[src/rtl/sevga_vid_capture.sv]
// rtl/sevga_vid_capture.sv - SE-VGA video capture: sync lock, position recovery, pixel-pair decode to VRAM byte writes
module sevga_vid_capture #(
    parameter int H_TOTAL      = 1344,
    parameter int V_TOTAL      = 806,
    parameter int H_SYNC_START = 1048,
    parameter int H_SYNC_END   = 1184,
    parameter int V_SYNC_START = 729,
    parameter int PIX_FIRST    = 3,
    parameter int V_ACTIVE     = 684
) (
    input  logic        pixClk,
    input  logic        reset,
    input  logic        nhSync,
    input  logic        nvSync,
    input  logic        vidOut,
    input  logic        capStart,
    input  logic        bufSel,
    output logic [14:0] capAddr,
    output logic [7:0]  capData,
    output logic        capLane,
    output logic        capWrite,
    output logic        locked,
    output logic        capBusy,
    output logic        capDone,
    output logic        capErr,
    output logic [15:0] pairErrCnt
);

    typedef enum logic [2:0] {
        ST_UNLOCKED,
        ST_HSEEN,
        ST_HLOCK,
        ST_LOCKED,
        ST_CAPTURE
    } state_t;

    state_t      state_q, state_d;
    logic        nh_prev_q, nh_prev_d;
    logic        nv_prev_q, nv_prev_d;
    logic [10:0] hpos_q, hpos_d;
    logic [9:0]  vpos_q, vpos_d;
    logic [6:0]  shift_q, shift_d;
    logic        first_q, first_d;
    logic        buf_q, buf_d;
    logic [14:0] cap_addr_q, cap_addr_d;
    logic [7:0]  cap_data_q, cap_data_d;
    logic        cap_lane_q, cap_lane_d;
    logic        cap_write_q, cap_write_d;
    logic        locked_q, locked_d;
    logic        cap_busy_q, cap_busy_d;
    logic        cap_done_q, cap_done_d;
    logic        cap_err_q, cap_err_d;
    logic [15:0] pair_cnt_q, pair_cnt_d;

    logic        hfall, hrise, vfall, sync_err, frame_start, frame_end;
    logic [10:0] pix_off;
    logic        in_pix, cap_pix, blank, new_bit;

    always_comb begin
        hfall       = nh_prev_q & ~nhSync;
        hrise       = ~nh_prev_q & nhSync;
        vfall       = nv_prev_q & ~nvSync;
        sync_err    = (hfall && hpos_q != 11'(H_SYNC_START))
                   || (hrise && hpos_q != 11'(H_SYNC_END))
                   || (vfall && vpos_q != 10'(V_SYNC_START - 1));
        frame_start = hfall && !vfall && vpos_q == 10'(V_TOTAL - 1);
        frame_end   = hfall && !vfall && vpos_q == 10'(V_ACTIVE - 1);

        nh_prev_d   = nhSync;
        nv_prev_d   = nvSync;
        state_d     = state_q;
        shift_d     = shift_q;
        first_d     = first_q;
        buf_d       = buf_q;
        cap_addr_d  = cap_addr_q;
        cap_data_d  = cap_data_q;
        cap_lane_d  = cap_lane_q;
        cap_write_d = 1'b0;
        cap_busy_d  = cap_busy_q;
        cap_done_d  = 1'b0;
        cap_err_d   = cap_err_q;
        pair_cnt_d  = pair_cnt_q;

        if (hfall) begin
            hpos_d = 11'(H_SYNC_START + 1);
        end else if (hpos_q == 11'(H_TOTAL - 1)) begin
            hpos_d = '0;
        end else begin
            hpos_d = hpos_q + 11'd1;
        end

        vpos_d = vpos_q;
        if (hfall) begin
            if (vfall) begin
                vpos_d = 10'(V_SYNC_START);
            end else if (vpos_q == 10'(V_TOTAL - 1)) begin
                vpos_d = '0;
            end else begin
                vpos_d = vpos_q + 10'd1;
            end
        end

        // Each pixel spans two samples; even offsets carry the data, odd ones are the pair check.
        pix_off = hpos_q - 11'(PIX_FIRST);
        in_pix  = (hpos_q >= 11'(PIX_FIRST)) && (pix_off < 11'd1024);
        cap_pix = (state_q == ST_CAPTURE) && !vpos_q[0] && in_pix && !sync_err;
        blank   = (pix_off[9:1] == 9'h1FF);
        new_bit = blank ? 1'b0 : ~vidOut;

        if (cap_pix) begin
            if (!pix_off[0]) begin
                shift_d = {shift_q[5:0], new_bit};
                first_d = vidOut;
                if (pix_off[3:0] == 4'd14) begin
                    cap_write_d = 1'b1;
                    cap_data_d  = {shift_q, new_bit};
                    cap_addr_d  = {buf_q, vpos_q[9:1], pix_off[9:5]};
                    cap_lane_d  = pix_off[4];
                end
            end else if (!blank && vidOut != first_q && pair_cnt_q != 16'hFFFF) begin
                pair_cnt_d = pair_cnt_q + 16'd1;
            end
        end

        case (state_q)
            ST_UNLOCKED: if (hfall) state_d = ST_HSEEN;
            ST_HSEEN:    if (hfall && hpos_q == 11'(H_SYNC_START)) state_d = ST_HLOCK;
            ST_HLOCK:    if (vfall) state_d = ST_LOCKED;
            ST_LOCKED: begin
                if (sync_err) begin
                    state_d    = ST_UNLOCKED;
                    cap_err_d  = 1'b1;
                    cap_busy_d = 1'b0;
                end else if (capStart) begin
                    // A start coinciding with the frame boundary waits for the following frame.
                    cap_busy_d = 1'b1;
                    buf_d      = bufSel;
                    cap_err_d  = 1'b0;
                    pair_cnt_d = '0;
                end else if (cap_busy_q && frame_start) begin
                    state_d = ST_CAPTURE;
                end
            end
            ST_CAPTURE: begin
                if (sync_err) begin
                    state_d    = ST_UNLOCKED;
                    cap_err_d  = 1'b1;
                    cap_busy_d = 1'b0;
                end else if (frame_end) begin
                    state_d    = ST_LOCKED;
                    cap_done_d = 1'b1;
                    cap_busy_d = 1'b0;
                end
            end
            default: state_d = ST_UNLOCKED;
        endcase

        locked_d = (state_d == ST_LOCKED) || (state_d == ST_CAPTURE);
    end

    always_ff @(posedge pixClk) begin
        if (reset) begin
            state_q     <= ST_UNLOCKED;
            nh_prev_q   <= 1'b1;
            nv_prev_q   <= 1'b1;
            hpos_q      <= '0;
            vpos_q      <= '0;
            shift_q     <= '0;
            first_q     <= 1'b0;
            buf_q       <= 1'b0;
            cap_addr_q  <= '0;
            cap_data_q  <= '0;
            cap_lane_q  <= 1'b0;
            cap_write_q <= 1'b0;
            locked_q    <= 1'b0;
            cap_busy_q  <= 1'b0;
            cap_done_q  <= 1'b0;
            cap_err_q   <= 1'b0;
            pair_cnt_q  <= '0;
        end else begin
            state_q     <= state_d;
            nh_prev_q   <= nh_prev_d;
            nv_prev_q   <= nv_prev_d;
            hpos_q      <= hpos_d;
            vpos_q      <= vpos_d;
            shift_q     <= shift_d;
            first_q     <= first_d;
            buf_q       <= buf_d;
            cap_addr_q  <= cap_addr_d;
            cap_data_q  <= cap_data_d;
            cap_lane_q  <= cap_lane_d;
            cap_write_q <= cap_write_d;
            locked_q    <= locked_d;
            cap_busy_q  <= cap_busy_d;
            cap_done_q  <= cap_done_d;
            cap_err_q   <= cap_err_d;
            pair_cnt_q  <= pair_cnt_d;
        end
    end

    assign capAddr    = cap_addr_q;
    assign capData    = cap_data_q;
    assign capLane    = cap_lane_q;
    assign capWrite   = cap_write_q;
    assign locked     = locked_q;
    assign capBusy    = cap_busy_q;
    assign capDone    = cap_done_q;
    assign capErr     = cap_err_q;
    assign pairErrCnt = pair_cnt_q;

endmodule

[config.mk]
export PLATFORM = sky130hd
export DESIGN_NAME = sevga_vid_capture
export DESIGN_NICKNAME = d
export VERILOG_FILES = /design/src/rtl/sevga_vid_capture.sv
export SDC_FILE = /design/constraint.sdc
export NUM_CORES = 1
export LEC_CHECK = 0
export CAP_MARGIN = 20
export CORE_MARGIN = 3
export CORE_UTILIZATION = 30
export DETAILED_ROUTE_END_ITERATION = 8
export SLEW_MARGIN = 30
export SYNTH_ARGS = -nofsm -noshare
export SYNTH_HDL_FRONTEND = slang
export SYNTH_SLANG_ARGS = --single-unit
[constraint.sdc]
create_clock -name pixClk -period 5.15 [get_ports pixClk]
set_input_delay 1.2875 -clock pixClk [delete_from_list [all_inputs] [get_ports pixClk]]
set_output_delay 1.2875 -clock pixClk [all_outputs]
set_load 0.02 [all_outputs]
Word-level counts from Yosys, hierarchy flattened. Index checks and enable logic that the tools add are counted.

Add/sub/neg operators: 4. $lt $le $gt $ge: 2. Eq/ne operators: 20. Muxes and demuxes: 31. Bitwise operators: 11. Reductions and logical operators: 31.

Operators by type and width (number): $mux W16 (6); $mux W3 (8); $eq A11 B11 Y1 const B (2); $mux W11 (2); $ne A11 B11 Y1 const B (2); $eq A10 B10 Y1 const B (2); $mux W10 (2); $add A16 B1 Y16 const B (1); $ne A16 B16 Y1 const B (1); $pmux W3 S5 (1); $logic_and A1 B1 Y1 (14); $reduce_and A3 Y1 (4); $add A11 B1 Y11 const B (1); $ge A11 B2 Y1 const B (1); $lt A11 B11 Y1 const B (1); $sub A11 B2 Y11 const B (1); $add A10 B1 Y10 const B (1); $mux W1 (10); $ne A10 B10 Y1 const B (1); $eq A3 B2 Y1 const B (3); $eq A9 B9 Y1 const B (1); $reduce_or A3 Y1 (3); $not A1 Y1 (8); $eq A3 B3 Y1 const B (2); other kinds (12) (21).

Register bits: 80. Input bits: 7. Logic and storage cells: 117.

Longest topological paths before layout.
Word-level depth: 12. Gate-level depth with buffers: 10. Depth with buffers taken out: 8.

Worst setup path after synthesis. OpenSTA, ideal clock, no wires.

Path type: input-to-reg. Start: input nhSync. End: register cap_busy_q (netlist: capBusy). Setup time: 132 ps. Arrival: 2651 ps. Required time: 5018 ps. Path slack: 2367 ps. Stages on the path: 7. Buffers on the path: 1. Path through: nor2b_1 -> clkbuf_1 -> nand2_1 -> nor4_1 -> o21ai_0 -> nand2_1 -> a21oi_1.

Word-level cells in the longest chain between the ends: 7. Elaborated cells on any way between the ends: 15. Classes of those cells: eq/ne (2); mux (3); bitwise (3); reduce/logical (7).

RTL lines: start: declaration (line 13) `input logic nhSync,`; $not A1 Y1 (line 60) `hfall = nh_prev_q & ~nhSync;`; $and A1 B1 Y1 (line 60); $logic_and A1 B1 Y1 (line 63) `sync_err = (hfall && hpos_q != 11'(H_SYNC_START))`; $logic_or A1 B1 Y1 (line 64) `|| (hrise && hpos_q != 11'(H_SYNC_END))`; $logic_or A1 B1 Y1 (line 65) `|| (vfall && vpos_q != 10'(V_SYNC_START - 1));`; $ne A3 B3 Y1 (no source line), or another cell as far along; $reduce_and A3 Y1 (no source line) / $pmux W1 S2 (equally long branches); end signal: assignment (line 194) `cap_busy_q <= cap_busy_d;`; end: declaration (line 50) `logic cap_busy_q, cap_busy_d;`.

Several ways; a longest one is shown, not always the timed one. A chain may end at the register's enable or synchronous reset.

Final worst setup path.
Start: input nvSync. End: register pair_cnt_q[12] (netlist: pairErrCnt[12]).

Word-level cells in the longest chain between the ends: 10.

RTL lines: start: declaration (line 14) `input logic nvSync,`; $not A1 Y1 * (line 62) `vfall = nv_prev_q & ~nvSync;`; $and A1 B1 Y1 * (line 62); $logic_and A1 B1 Y1 * (line 65); $logic_or A1 B1 Y1 * (line 65); $logic_not A1 Y1 (line 106) `cap_pix = (state_q == ST_CAPTURE) && !vpos_q[0] && in_pix && !sync_err;`; $logic_and A1 B1 Y1 (line 106); $mux W16 (line 110) `if (cap_pix) begin`; $mux W16 (line 134) `end else if (capStart) begin`; $mux W16 (line 130) `if (sync_err) begin`; $mux W16 * (line 125) `case (state_q)`; end signal: assignment (line 197) `pair_cnt_q <= pair_cnt_d;`; end: declaration (line 53) `logic [15:0] pair_cnt_q, pair_cnt_d;`.

Every way passes the cells marked *; elsewhere a longest branch is shown, timed or not.

==> summary.md <==
| Metric | Value |
|---|---|
| Outcome | `completed` |
| Rows | `41` |
| Max-slew violation count | `0` |
| Post-CTS setup buffer count | `0` |
| Post-Synthesis Cells | `473` |
| Largest net degree at the start of global routing | `60` |
| Critical Path AT | `4.02 ns` |
| Synth cell types | `59` |
| Vias | `3469` |
| Skew final | `0.006462 ns` |
| Sum Neg Setup Slack | `0 ns` |
| Crit. End Element | `flop` |
| Seq cells post-synth | `80` |
| Final worst-path setup slack | `1.401 ns` |
| DP Wirelength | `6811 um` |
| Gpl congestion | `0.8610` |
| Post-CTS sizing | `0` |
| Fmax | `0.2667 GHz` |
| Layout area overhead | `21.90%` |
| CTS tree | `yes` |
| Sequential area share after synthesis | `39.88%` |
| H-tree Lvls | `3` |
| Die Y | `121.7 um` |
| Die ar. | `14810 um2` |
| Leakage dissipation | `1.923 nW` |
| Die Wd | `121.7 um` |
| Most frequent cells in the layout | `80 x dfxtp_1, 65 x nor2_1, 50 x clkdlybuf4s50_1, 41 x nand2_1` |
| Worst slew pin tran | `0.8652 ns` |
| Max_cap viols | `0` |
| Core area | `12880 um2` |
| Peak supply drop | `0.1569 mV` |
| Remaining global-route overflow | `0` |
| ANT cells | `0` |
| Synth area leader | `dfxtp_1` |
| Cell Area, Synth | `4016 um2` |
| Crit start category | `input port` |
| Synth top area cells | `dfxtp_1 40%, mux2i_1 8.2%, nor2_1 6.1%` |
| Synth warn | `0` |
| Design Power | `0.001376 W` |
| Starting Density | `31.19%` |
| Clk_lat worst skew | `0.34 ns` |
| Most common cell after layout, fill and taps aside | `dfxtp_1` |
| CP Class | `input port to flop` |
| Avg Inst Size Synth | `8.491 um2` |
| Residual DRC count | `0` |
| Port bufs | `51` |
| Pre-CTS setup slack | `1.063 ns` |
| Clock-pin slew on the worst setup and hold paths | `0.06 ns` |
| Reg-to-reg slack, setup | `1.97 ns` |
| First-pass GRT wire length | `16220 um` |
| Initial DRC Count | `247` |
| IO Count | `52` |
| Clk root buf | `clkbuf_16` |
| GRT Resource Usage Total | `13.70%` |
| Final ANT Viol Nets | `0` |
| Fin. Hold Viols | `0` |
| Total Nets Final | `517` |
| Post-layout min period | `3.749 ns` |
| Initial antenna violation count | `0` |
| Wirelength per Cell | `14.15 um` |
| Final period util | `72.80%` |
| Share of cells above drive strength 1 | `5.512%` |
| Num Clock Sinks | `80` |
| Drt via density | `5.101` |
| Post-synth top flop | `dfxtp_1` |
| Clock Tree Buf Depth | `2` |
| Number of synthesized flops with an enable pin | `0` |
| Top-area cell type share of the netlist area | `39.88%` |
| Power per cell area | `281.1 nW/um2` |
| RSZ-0062 raised after global routing | `no` |
| Total wire length | `9619 um` |
| Vias in the first global route | `3238` |
| Hold Path Class | `flop to flop` |
| Required @ worst endpoint | `5.42 ns` |
| Final Setup Violations | `0` |
| Crit-path max FO | `20` |
| Hold_buf cts | `0` |
| Drt first pass iters | `4` |
| CTS buffer count | `9` |
| FFs w/ async S/R, synth | `0%` |
| Syn nets | `487` |
| Slew HR | `42.32%` |
worst paths after layout:
path | depth (start not counted) | from | to
setup / recovery | 7 | nvSync | pairErrCnt[12]
hold / removal | 2 | buf_q | buf_q
setup reg to reg | 6 | hpos_q[9] | pairErrCnt[12]
hold reg to reg | 2 | buf_q | buf_q
registers in the layout, summed over array words and instances (netlist names), 3 cells and up:
register and count:
state_q 3, hpos_q 11, shift_q 7, capAddr 15, pairErrCnt 16, capData 8, vpos_q 10
Yosys cell counts (all sizes together), types with 4 or more instances:
master,count
dfxtp,80
nor2,65
nand2,41
a21oi,33
mux2i,33
clkbuf,25
nand3,21
o21ai,15
and3,10
nor3,10
buf,9
inv,9
nand2b,9
o31ai,9
or4,9
xor2,8
ha,7
nand4,7
xnor2,7
nor4,5
or3,5
and2,4
nor3b,4
cell type report:
cell class              instances  area, um2
clock buffers                  13      260.3
clock inverters                 3      40.04
fillers                      1293       7980
inverters                       9      33.78
multi-input cells             350       2222
flip-flops and latches         80       1602
well taps                     172      215.2
repair buffers                 53      523.0
metal layers:
metal / up-vias / routed length [um] / GRT usage (%)
met1: 1616 / 4661 / 18.48
li1: 1749 / - / -
met2: 92 / 4182 / 20.55
met5: - / 0 / 0
met3: 12 / 627 / 4.643
met4: 0 / 146 / 4.552
worst max-delay path, stage by stage:
cell             delay, ns
clkdlybuf4s50_1       0.46
nand2b_1              0.34
a31oi_1               0.15
a221oi_4              0.53
nand3_2               0.45
or4_1                 0.62
a21oi_1               0.16
cells by family after synthesis:
| kind of cell | share of synthesized area (%) |
|---|---|
| flip-flops | 39.88 |
| adder cells (fa/ha/maj) | 2.181 |
| XOR/XNOR | 3.271 |
| AND/OR/NAND/NOR | 27.07 |
| buffers and inverters | 4.797 |
| AO/OA/AOI/OAI | 14.58 |
| multiplexers | 8.224 |
report_power, final:
part           leakage [nW]  internal (W)  switching (W)
clock                 0.150      0.000400       0.000240
sequential            0.647      0.000628      0.0000183
combinational          1.13     0.0000353      0.0000551
metrics by stage:
step / instance area (um2) / instances / util [%] / hold WS (ns)
floorplan: 4016 / 473 / - / 0.4357
global placement: 4593 / 664 / 35.67 / 0.4488
detailed placement: 4596 / 664 / 35.69 / 0.4527
CTS: 4896 / 680 / 38.02 / 0.4609
global route: 4896 / 680 / 38.02 / 0.4856
finish: 4896 / 680 / 38.02 / 0.4620
No activity file was read; power rests on OpenSTA's default activity.
